### src/rtl/arm_pkg.sv
// rtl/arm_pkg.sv - ALU command codes, shift types, NZCV bit positions and a rotate helper
package arm_pkg;

    localparam logic [3:0] EXEC_NOP = 4'b0000;
    localparam logic [3:0] EXEC_MOV = 4'b0001;
    localparam logic [3:0] EXEC_ADD = 4'b0010;
    localparam logic [3:0] EXEC_ADC = 4'b0011;
    localparam logic [3:0] EXEC_SUB = 4'b0100;
    localparam logic [3:0] EXEC_SBC = 4'b0101;
    localparam logic [3:0] EXEC_AND = 4'b0110;
    localparam logic [3:0] EXEC_ORR = 4'b0111;
    localparam logic [3:0] EXEC_EOR = 4'b1000;
    localparam logic [3:0] EXEC_MVN = 4'b1001;

    localparam logic [1:0] SHIFT_LSL = 2'b00;
    localparam logic [1:0] SHIFT_LSR = 2'b01;
    localparam logic [1:0] SHIFT_ASR = 2'b10;
    localparam logic [1:0] SHIFT_ROR = 2'b11;

    localparam int FLAG_N = 3;
    localparam int FLAG_Z = 2;
    localparam int FLAG_C = 1;
    localparam int FLAG_V = 0;

    // A left shift by 32 yields zero, so r=0 degenerates cleanly to x.
    function automatic logic [31:0] ror32(input logic [31:0] x, input logic [4:0] r);
        return (x >> r) | (x << (6'd32 - {1'b0, r}));
    endfunction

endpackage

### src/rtl/exe_stage_val2_gen.sv
// rtl/exe_stage_val2_gen.sv - combinational shifter operand (Val2) generator
module val2_gen
    import arm_pkg::*;
(
    input  logic        imm,
    input  logic        mem_en,
    input  logic [11:0] shift_op,
    input  logic [31:0] val_rm,
    output logic [31:0] val2
);

    always_comb begin
        val2 = val_rm;
        if (imm) begin
            val2 = ror32({24'd0, shift_op[7:0]}, {shift_op[11:8], 1'b0});
        end else if (mem_en) begin
            val2 = {20'd0, shift_op};
        end else begin
            case (shift_op[6:5])
                SHIFT_LSL: val2 = val_rm << shift_op[11:7];
                SHIFT_LSR: val2 = val_rm >> shift_op[11:7];
                SHIFT_ASR: val2 = $unsigned($signed(val_rm) >>> shift_op[11:7]);
                default:   val2 = ror32(val_rm, shift_op[11:7]);
            endcase
        end
    end

endmodule

### src/rtl/exe_stage.sv
// rtl/exe_stage.sv - ARM execute stage: Val2, ALU, NZCV register, EX/MEM register (option: FORWARDING_EN)
module exe_stage
    import arm_pkg::*;
#(
    parameter int         DATA_W     = 32,
    parameter logic [3:0] STATUS_RST = 4'b0000
) (
    input  logic              clk,
    input  logic              rst_n,
    input  logic              freeze,
`ifdef FORWARDING_EN
    input  logic [1:0]        sel_src1,
    input  logic [1:0]        sel_src2,
    input  logic [DATA_W-1:0] fwd_mem_val,
    input  logic [DATA_W-1:0] fwd_wb_val,
`endif
    input  logic [3:0]        exec_cmd_in,
    input  logic              mem_r_en_in,
    input  logic              mem_w_en_in,
    input  logic              wb_en_in,
    input  logic              s_in,
    input  logic              b_in,
    input  logic              imm_in,
    input  logic [3:0]        dest_in,
    input  logic [11:0]       shift_op_in,
    input  logic [23:0]       simm24_in,
    input  logic [DATA_W-1:0] pc_in,
    input  logic [DATA_W-1:0] val_rn_in,
    input  logic [DATA_W-1:0] val_rm_in,
    output logic              branch_taken,
    output logic [DATA_W-1:0] branch_addr,
    output logic [3:0]        status,
    output logic [DATA_W-1:0] alu_res_out,
    output logic [DATA_W-1:0] val_rm_out,
    output logic [3:0]        dest_out,
    output logic              wb_en_out,
    output logic              mem_r_en_out,
    output logic              mem_w_en_out
);

    logic [DATA_W-1:0] rn, rm, val2, op_b, res;
    logic [DATA_W:0]   sum;
    logic              c_new, v_new, arith, known;

`ifdef FORWARDING_EN
    always_comb begin
        case (sel_src1)
            2'b01:   rn = fwd_mem_val;
            2'b10:   rn = fwd_wb_val;
            default: rn = val_rn_in;
        endcase
        case (sel_src2)
            2'b01:   rm = fwd_mem_val;
            2'b10:   rm = fwd_wb_val;
            default: rm = val_rm_in;
        endcase
    end
`else
    assign rn = val_rn_in;
    assign rm = val_rm_in;
`endif

    val2_gen u_val2_gen (
        .imm      (imm_in),
        .mem_en   (mem_r_en_in | mem_w_en_in),
        .shift_op (shift_op_in),
        .val_rm   (rm),
        .val2     (val2)
    );

    // Subtraction is rn + ~val2 + carry_in so C naturally means "no borrow".
    always_comb begin
        sum   = '0;
        res   = '0;
        op_b  = val2;
        arith = 1'b0;
        known = 1'b1;
        case (exec_cmd_in)
            EXEC_MOV: res = val2;
            EXEC_MVN: res = ~val2;
            EXEC_AND: res = rn & val2;
            EXEC_ORR: res = rn | val2;
            EXEC_EOR: res = rn ^ val2;
            EXEC_ADD: begin arith = 1'b1; sum = {1'b0, rn} + {1'b0, val2}; end
            EXEC_ADC: begin arith = 1'b1; sum = {1'b0, rn} + {1'b0, val2} + {{DATA_W{1'b0}}, status[FLAG_C]}; end
            EXEC_SUB: begin arith = 1'b1; op_b = ~val2; sum = {1'b0, rn} + {1'b0, ~val2} + {{DATA_W{1'b0}}, 1'b1}; end
            EXEC_SBC: begin arith = 1'b1; op_b = ~val2; sum = {1'b0, rn} + {1'b0, ~val2} + {{DATA_W{1'b0}}, status[FLAG_C]}; end
            default:  known = 1'b0;
        endcase
        if (arith) res = sum[DATA_W-1:0];
        c_new = arith ? sum[DATA_W] : status[FLAG_C];
        v_new = arith ? ((rn[DATA_W-1] == op_b[DATA_W-1]) && (res[DATA_W-1] != rn[DATA_W-1]))
                      : status[FLAG_V];
    end

    always_ff @(posedge clk or negedge rst_n) begin
        if (!rst_n) begin
            status <= STATUS_RST;
        end else if (!freeze && s_in && known) begin
            status <= {res[DATA_W-1], (res == '0), c_new, v_new};
        end
    end

    always_ff @(posedge clk or negedge rst_n) begin
        if (!rst_n) begin
            alu_res_out  <= '0;
            val_rm_out   <= '0;
            dest_out     <= '0;
            wb_en_out    <= 1'b0;
            mem_r_en_out <= 1'b0;
            mem_w_en_out <= 1'b0;
        end else if (!freeze) begin
            alu_res_out  <= res;
            val_rm_out   <= rm;
            dest_out     <= dest_in;
            wb_en_out    <= wb_en_in;
            mem_r_en_out <= mem_r_en_in;
            mem_w_en_out <= mem_w_en_in;
        end
    end

    assign branch_taken = b_in & ~freeze;
    assign branch_addr  = pc_in + {{(DATA_W-26){simm24_in[23]}}, simm24_in, 2'b00};

endmodule

### config.mk
export PLATFORM = sky130hd
export DESIGN_NAME = exe_stage
export DESIGN_NICKNAME = d
export VERILOG_FILES = /design/src/rtl/arm_pkg.sv /design/src/rtl/exe_stage_val2_gen.sv /design/src/rtl/exe_stage.sv
export SDC_FILE = /design/constraint.sdc
export NUM_CORES = 1
export LEC_CHECK = 0
export ABC_AREA = 1
export BUFFER_PORTS_ARGS = -buffer_cell sky130_fd_sc_hd__clkbuf_2
export CAP_MARGIN = 20
export CORE_ASPECT_RATIO = 1.2
export CORE_UTILIZATION = 54
export CTS_CLUSTER_DIAMETER = 150
export DETAILED_ROUTE_END_ITERATION = 10
export GPL_TIMING_DRIVEN = 0
export PLACE_DENSITY_LB_ADDON = 0.1
export SLEW_MARGIN = 20
export SYNTH_ARGS = -nofsm -noshare
export SYNTH_HDL_FRONTEND = slang
export SYNTH_SLANG_ARGS = --single-unit
### constraint.sdc
create_clock -name clk -period 10.8 [get_ports clk]
set_input_delay 2.16 -clock clk [delete_from_list [all_inputs] [get_ports clk]]
set_output_delay 2.16 -clock clk [all_outputs]
set_load 0.01 [all_outputs]
==> results of run 1 <==
==> cell families after synthesis <==
kind of cell	Yosys count	synth area share, %
AND/OR/NAND/NOR	2688	56.0
flip-flops	75	8.89
XOR/XNOR	34	1.41
buffers and inverters	606	11.9
AO/OA/AOI/OAI	494	13.4
adder cells (fa/ha/maj)	139	8.34
==> stage by stage <==
step	instance area, µm²	hold slack, ns	setup slack, ns	util [%]
2_1_floorplan	21100	0.515	4.09	-
3_3_place_gp	23000	0.462	1.21	59.6
3_5_place_dp	23100	0.468	1.22	59.7
4_1_cts	23400	0.484	1.53	60.5
==> synth_stat cells (14+ instances only) <==
| cell | count | area, µm² |
|---|---|---|
| nand2_1 | 1537 | 5770 |
| nand3_1 | 570 | 2850 |
| inv_1 | 399 | 1500 |
| nor2_1 | 307 | 1150 |
| a21oi_1 | 188 | 941 |
| o21ai_0 | 143 | 716 |
| ha_1 | 136 | 1700 |
| dfrtp_1 | 75 | 1880 |
| nand2_2 | 65 | 407 |
| nand4_1 | 61 | 382 |
| clkbuf_1 | 55 | 206 |
| buf_2 | 51 | 255 |
| inv_2 | 33 | 124 |
| o22ai_1 | 33 | 206 |
| nor2_4 | 28 | 315 |
| nor3_1 | 28 | 140 |
| o21ai_1 | 28 | 140 |
| nor2_2 | 24 | 150 |
| o211ai_1 | 24 | 180 |
| xor2_1 | 24 | 210 |
| buf_1 | 22 | 82.6 |
| buf_4 | 20 | 150 |
| a31oi_1 | 14 | 87.6 |
==> metal layers <==
metal  overflow  GRT usage, %
met2          0          89.0
met4          6          64.6
met5          0          1.00
met1          0          61.9
met3          0          26.9
==> impl_results.html, run 1 <==
<table>
<tr><th>Metric</th><th>Value</th></tr>
<tr><th colspan="2">Run status</th></tr>
<tr><td>Outcome</td><td>aborted with a tool error</td></tr>
<tr><td>Stage where the flow stopped</td><td>global routing (5_1_grt)</td></tr>
<tr><td>Error Message</td><td>[ERROR GRT-0116] Global routing finished with congestion. Check the congestion regions in the DRC Viewer.</td></tr>
<tr><th colspan="2">Synthesis</th></tr>
<tr><td>Mapped Avg Cell Area</td><td>around 5.2 µm²</td></tr>
<tr><td>Sequential-to-total area share from yosys stat</td><td>between 8 and 9%</td></tr>
<tr><td>Unique masters post-synth</td><td>between 60 and 70</td></tr>
<tr><td>Warnings, synthesis</td><td>0</td></tr>
<tr><td>Top FF cell, synth</td><td>dfrtp_1</td></tr>
<tr><td>Synthesized netlist cell count</td><td>approximately 4,000</td></tr>
<tr><td>Flip-flop and latch count after synthesis</td><td>75</td></tr>
<tr><td>Area of the mapped netlist</td><td>between 20,000 and 25,000 µm²</td></tr>
<tr><td>Mapped Nets</td><td>between 4,000 and 5,000</td></tr>
<tr><td>Post-synth EDFFs</td><td>0</td></tr>
<tr><td>Synth async-reset ratio</td><td>100%</td></tr>
<tr><th colspan="2">Floorplan</th></tr>
<tr><td>Number of top-level pins</td><td>approximately 260</td></tr>
<tr><td>Number of rows created at floorplan</td><td>79</td></tr>
<tr><td>Horizontal die dimension</td><td>around 180 µm</td></tr>
<tr><td>Vertical extent of the die</td><td>about 220 µm</td></tr>
<tr><td>Effective utilization at floorplan</td><td>~55%</td></tr>
<tr><th colspan="2">CTS</th></tr>
<tr><td>Cts bufs inserted</td><td>9</td></tr>
<tr><td>Count of H-tree levels built during CTS</td><td>3</td></tr>
<tr><td>Clock tree root driver cell</td><td>clkbuf_16</td></tr>
<tr><td>Post-CTS setup repair buffer count</td><td>0</td></tr>
<tr><td>Count of clock tree sinks</td><td>75</td></tr>
<tr><td>Hold_buf cts</td><td>0</td></tr>
<tr><td>Number of cells upsized or downsized after cts</td><td>0</td></tr>
<tr><td>Buffer depth of the longest clock path</td><td>2</td></tr>
<tr><th colspan="2">GRT</th></tr>
<tr><td>Pin count of the biggest net entering global routing</td><td>56</td></tr>
<tr><td>Wire length of the first global-routing pass</td><td>around 180,000 µm</td></tr>
<tr><td>Via count of the first global-routing pass</td><td>around 30,000</td></tr>
<tr><td>Global route overflow</td><td>6</td></tr>
<tr><td>Overall track demand over capacity in global routing</td><td>a little over 60%</td></tr>
<tr><th colspan="2">Placed design</th></tr>
<tr><td>Instance count after placement with tap cells included</td><td>just under 5,000</td></tr>
<tr><td>Count of buffers from port buffering</td><td>about 250</td></tr>
<tr><td>Detailed-placement wirelength estimate</td><td>roughly 93,000 µm</td></tr>
<tr><td>RePlAce Congestion</td><td>1.18</td></tr>
</table>
==> run 2, diff against run 1 <==
- CORE_ASPECT_RATIO: 1.2 -> default
- CORE_UTILIZATION: 54 -> 39
- CTS_CLUSTER_DIAMETER: 150 -> default
- PLACE_DENSITY_LB_ADDON: 0.1 -> 0.15
==> impl_results.html, run 2 <==
<table>
<tr><th>Metric</th><th>Value</th></tr>
<tr><th colspan="2">Placed design</th></tr>
<tr><td>Count of buffers from port buffering</td><td>approximately 250</td></tr>
<tr><td>Instance count after placement with tap cells included</td><td>4,974</td></tr>
<tr><td>RePlAce Congestion</td><td>about 1.1</td></tr>
<tr><td>Detailed-placement wirelength estimate</td><td>99,200 µm</td></tr>
<tr><th colspan="2">Critical path</th></tr>
<tr><td>Crit-path slowest cell</td><td>buf_1</td></tr>
<tr><td>Worst endpoint required time</td><td>11.07 ns</td></tr>
<tr><td>Worst path most repeated cell</td><td>nand2_1</td></tr>
<tr><td>Critical path startpoint category</td><td>input port</td></tr>
<tr><td>Kind of critical path</td><td>input port to flop</td></tr>
<tr><td>Peak fanout along the critical path</td><td>10</td></tr>
<tr><td>Type of element capturing the critical path</td><td>flop</td></tr>
<tr><td>Arrival @ worst endpoint</td><td>between 10 and 15 ns</td></tr>
<tr><td>Largest stage delay, worst path</td><td>0.69 ns</td></tr>
<tr><th colspan="2">Detailed routing</th></tr>
<tr><td>Wirelength, routed</td><td>about 120,000 µm</td></tr>
<tr><td>Number of nets with antenna violations after detailed routing</td><td>0</td></tr>
<tr><td>Length of the first detailed-routing pass in iterations</td><td>8</td></tr>
<tr><td>Via count normalized by instance count</td><td>~5.8</td></tr>
<tr><td>Post-DR wirelength/cell</td><td>about 24 µm</td></tr>
<tr><td>Number of vias in the routed layout</td><td>roughly 29,000</td></tr>
<tr><td>First DRT Iteration DRCs</td><td>4,314</td></tr>
<tr><td>Total DRC errors in the routed layout</td><td>0</td></tr>
<tr><th colspan="2">Final layout</th></tr>
<tr><td>Registers with the most flip-flops</td><td>alu_res_out (32), val_rm_out (32)</td></tr>
<tr><td>Net count reported at finish</td><td>between 4,000 and 5,000</td></tr>
<tr><td>Ratio of cells with drive above 1 in the final layout</td><td>about an eighth</td></tr>
<tr><td>Number of non-filler instances in the completed layout</td><td>between 4,000 and 5,000</td></tr>
<tr><td>Fillers</td><td>a little over 6,000</td></tr>
<tr><td>Synthesis-to-layout area growth</td><td>11.8%</td></tr>
<tr><td>Commonest non-fill, non-tap cells in the layout</td><td>nand2_1 (1,537), nand3_1 (570), inv_1 (399)</td></tr>
<tr><td>Most frequent standard cell in the layout excluding fill and tap cells</td><td>nand2_1</td></tr>
<tr><th colspan="2">Timing</th></tr>
<tr><td>Final min period</td><td>9.79 ns</td></tr>
<tr><td>Maximum clock skew at final layout</td><td>0.00428 ns</td></tr>
<tr><td>Total negative setup slack</td><td>0 ns</td></tr>
<tr><td>RSZ-0062 raised after global routing</td><td>no</td></tr>
<tr><td>Slew at the pin closest to its max-slew limit</td><td>approximately 1.1 ns</td></tr>
<tr><td>Normalized max-slew margin</td><td>roughly 28%</td></tr>
<tr><td>Highest Clock Rate</td><td>102 MHz</td></tr>
<tr><td>Final hold viol count</td><td>0</td></tr>
<tr><td>Period Utilization, post-route</td><td>roughly 91%</td></tr>
<tr><td>Setup Viol. Count Final</td><td>0</td></tr>
<tr><td>Pins over their slew limit</td><td>0</td></tr>
<tr><th colspan="2">Synthesis</th></tr>
<tr><td>Share of synthesized area spent on multiplexers</td><td>0%</td></tr>
<tr><td>Synth async-reset ratio</td><td>100%</td></tr>
<tr><td>Share of the synthesized area in compound gates (AO/OA/AOI/OAI)</td><td>13.4%</td></tr>
<tr><td>Dominant combinational cell family by area after synthesis</td><td>simple AND/OR/NAND/NOR gates</td></tr>
<tr><td>Ranking of synthesized cells by area</td><td>nand2_1 (27%), nand3_1 (14%), dfrtp_1 (8.9%)</td></tr>
<tr><td>Cell type with the largest total area after synthesis</td><td>nand2_1</td></tr>
<tr><td>Mapped Nets</td><td>approximately 4,300</td></tr>
<tr><td>Post-synth EDFFs</td><td>0</td></tr>
<tr><td>Mapped Avg Cell Area</td><td>approximately 5.2 µm²</td></tr>
<tr><td>Top FF cell, synth</td><td>dfrtp_1</td></tr>
<tr><td>Top-count cell post-synth</td><td>nand2_1</td></tr>
<tr><td>Sequential-to-total area share from yosys stat</td><td>a little under 9%</td></tr>
<tr><td>Synth Area in Simple Gates</td><td>between 50% and 60%</td></tr>
<tr><td>Most used standard cells in the synthesized netlist</td><td>nand2_1 (1,537), nand3_1 (570), inv_1 (399)</td></tr>
<tr><td>Unique masters post-synth</td><td>63</td></tr>
<tr><td>Synthesized netlist cell count</td><td>around 4,000</td></tr>
<tr><td>Warnings, synthesis</td><td>0</td></tr>
<tr><td>Synth Area in XOR/XNOR</td><td>under 10%</td></tr>
<tr><td>Area of the mapped netlist</td><td>approximately 21,000 µm²</td></tr>
<tr><td>Proportion of netlist area held by the largest area contributor</td><td>a little over a quarter</td></tr>
<tr><td>Adder-cell area share of the yosys netlist</td><td>between 8 and 9%</td></tr>
<tr><td>Flip-flop and latch count after synthesis</td><td>75</td></tr>
<tr><th colspan="2">Floorplan</th></tr>
<tr><td>Effective utilization at floorplan</td><td>39.8%</td></tr>
<tr><td>Horizontal die dimension</td><td>between 200 and 250 µm</td></tr>
<tr><td>Number of rows created at floorplan</td><td>84</td></tr>
<tr><td>Full die area</td><td>55,100 µm²</td></tr>
<tr><td>Number of top-level pins</td><td>257</td></tr>
<tr><td>Standard cell core area</td><td>53,100 µm²</td></tr>
<tr><td>Vertical extent of the die</td><td>between 200 and 250 µm</td></tr>
<tr><th colspan="2">GRT</th></tr>
<tr><td>Wire length of the first global-routing pass</td><td>approximately 170,000 µm</td></tr>
<tr><td>Via count of the first global-routing pass</td><td>25,996</td></tr>
<tr><td>Number of antenna violations at the first check in global routing</td><td>2</td></tr>
<tr><td>Met1 usage in global routing</td><td>58.0%</td></tr>
<tr><td>Busiest layer in global routing</td><td>met2</td></tr>
<tr><td>Overall track demand over capacity in global routing</td><td>between 40% and 50%</td></tr>
<tr><td>GR Layer Usage met3</td><td>11.3%</td></tr>
<tr><td>Met2 Usage GRT</td><td>just under 60%</td></tr>
<tr><td>Global route overflow</td><td>0</td></tr>
<tr><td>Pin count of the biggest net entering global routing</td><td>between 50 and 60</td></tr>
<tr><th colspan="2">Power</th></tr>
<tr><td>Total design power</td><td>around 2.3 mW</td></tr>
<tr><td>Standby leakage power</td><td>between 10 and 15 nW</td></tr>
<tr><td>Power Density</td><td>around 99 nW/µm²</td></tr>
<tr><td>Peak VDD IR</td><td>around 0.08 mV</td></tr>
<tr><th colspan="2">CTS</th></tr>
<tr><td>Clock tree root driver cell</td><td>clkbuf_16</td></tr>
<tr><td>Buffer depth of the longest clock path</td><td>2</td></tr>
<tr><td>Clock-pin slew on the worst setup and hold paths</td><td>roughly 0.06 ns</td></tr>
<tr><td>Clock latency on the worst-skew pair</td><td>between 0.3 and 0.4 ns</td></tr>
<tr><td>Count of clock tree sinks</td><td>75</td></tr>
<tr><td>Hold_buf cts</td><td>0</td></tr>
<tr><td>Number of cells upsized or downsized after cts</td><td>0</td></tr>
<tr><td>Count of H-tree levels built during CTS</td><td>3</td></tr>
<tr><td>TritonCTS clock tree</td><td>done</td></tr>
<tr><td>Cts bufs inserted</td><td>9</td></tr>
<tr><td>Post-CTS setup repair buffer count</td><td>0</td></tr>
<tr><th colspan="2">Run status</th></tr>
<tr><td>Outcome</td><td>finished clean</td></tr>
<tr><th colspan="2">Hold path</th></tr>
<tr><td>Path class of the lowest-slack min-delay path</td><td>flop to flop</td></tr>
<tr><th colspan="2">Run</th></tr>
<tr><td>Total of max-cap violations</td><td>0</td></tr>
</table>
run 2: final cells by class:
cell class | instances | area [µm²] | share of cell area [%]
tap | 688 | 861 | 3.65
timing repair buffer | 250 | 1280 | 5.41
sequential | 75 | 1880 | 7.95
clock inverter | 3 | 68.8 | 0.292
clock buffer | 13 | 270 | 1.14
multi-input combinational | 3355 | 16700 | 70.9
antenna | 1 | 2.50 | 0.0106
inverter | 447 | 1710 | 7.22
buffer | 159 | 818 | 3.47
run 2: logic make-up (layout without fill, tap and decap cells):
logic type	after synthesis	count (layout)
other	0	1
adder cells (fa/ha/maj)	139	139
flip-flops	75	75
AND/OR/NAND/NOR	2688	2688
AO/OA/AOI/OAI	494	494
XOR/XNOR	34	34
buffers and inverters	606	872
run 2: layer usage:
metal  wire length [µm]  part of all wire (%)  up-vias
met5                 27                 0.023        -
met4               5090                   4.3        4
met3              15600                    13      289
met2              46200                    39     1914
met1              50500                    43    13389
li1                   -                     -    13590
run 2: final timing paths:
kind / from / end / slack (ns) / depth (start not counted)
min: val_rm_out[22] / val_rm_out[22] / 0.48 / 2
max reg2reg: status[1] / status[2] / 7.39 / 19
min reg2reg: val_rm_out[22] / val_rm_out[22] / 0.48 / 2
max in group asynchronous: rst_n / alu_res_out[20] / 8.44 / 2
min in group asynchronous: rst_n / dest_out[2] / 1.76 / 1
max: shift_op_in[9] / status[2] / 1.01 / 40
run 2: worst max-delay path: cells and delay by family:
family,cells,cell delay (ns)
AO/OA/AOI/OAI,1,0.38
adder cells (fa/ha/maj),3,1.16
buffers and inverters,7,1.92
AND/OR/NAND/NOR,29,4.40
run 2: power breakdown:
group / internal [mW] / leakage, nW / total [mW] / switching, mW
clock: 0.222 / 0.166 / 0.339 / 0.117
combinational: 0.460 / 11.8 / 1.65 / 1.19
sequential: 0.316 / 0.939 / 0.342 / 0.0252
run 2: per-stage QoR:
stage	setup WS, ns	hold WS [ns]	area (µm²)	utilization (%)
after global placement	0.845	0.463	23200	43.8
final	1.01	0.476	23600	44.5
after floorplan	4.09	0.515	21100	-
after CTS	1.22	0.480	23600	44.5
after global routing	0.852	0.496	23600	44.5
after detailed placement	0.877	0.464	23300	43.8
No activity file was read; power rests on OpenSTA's default activity.
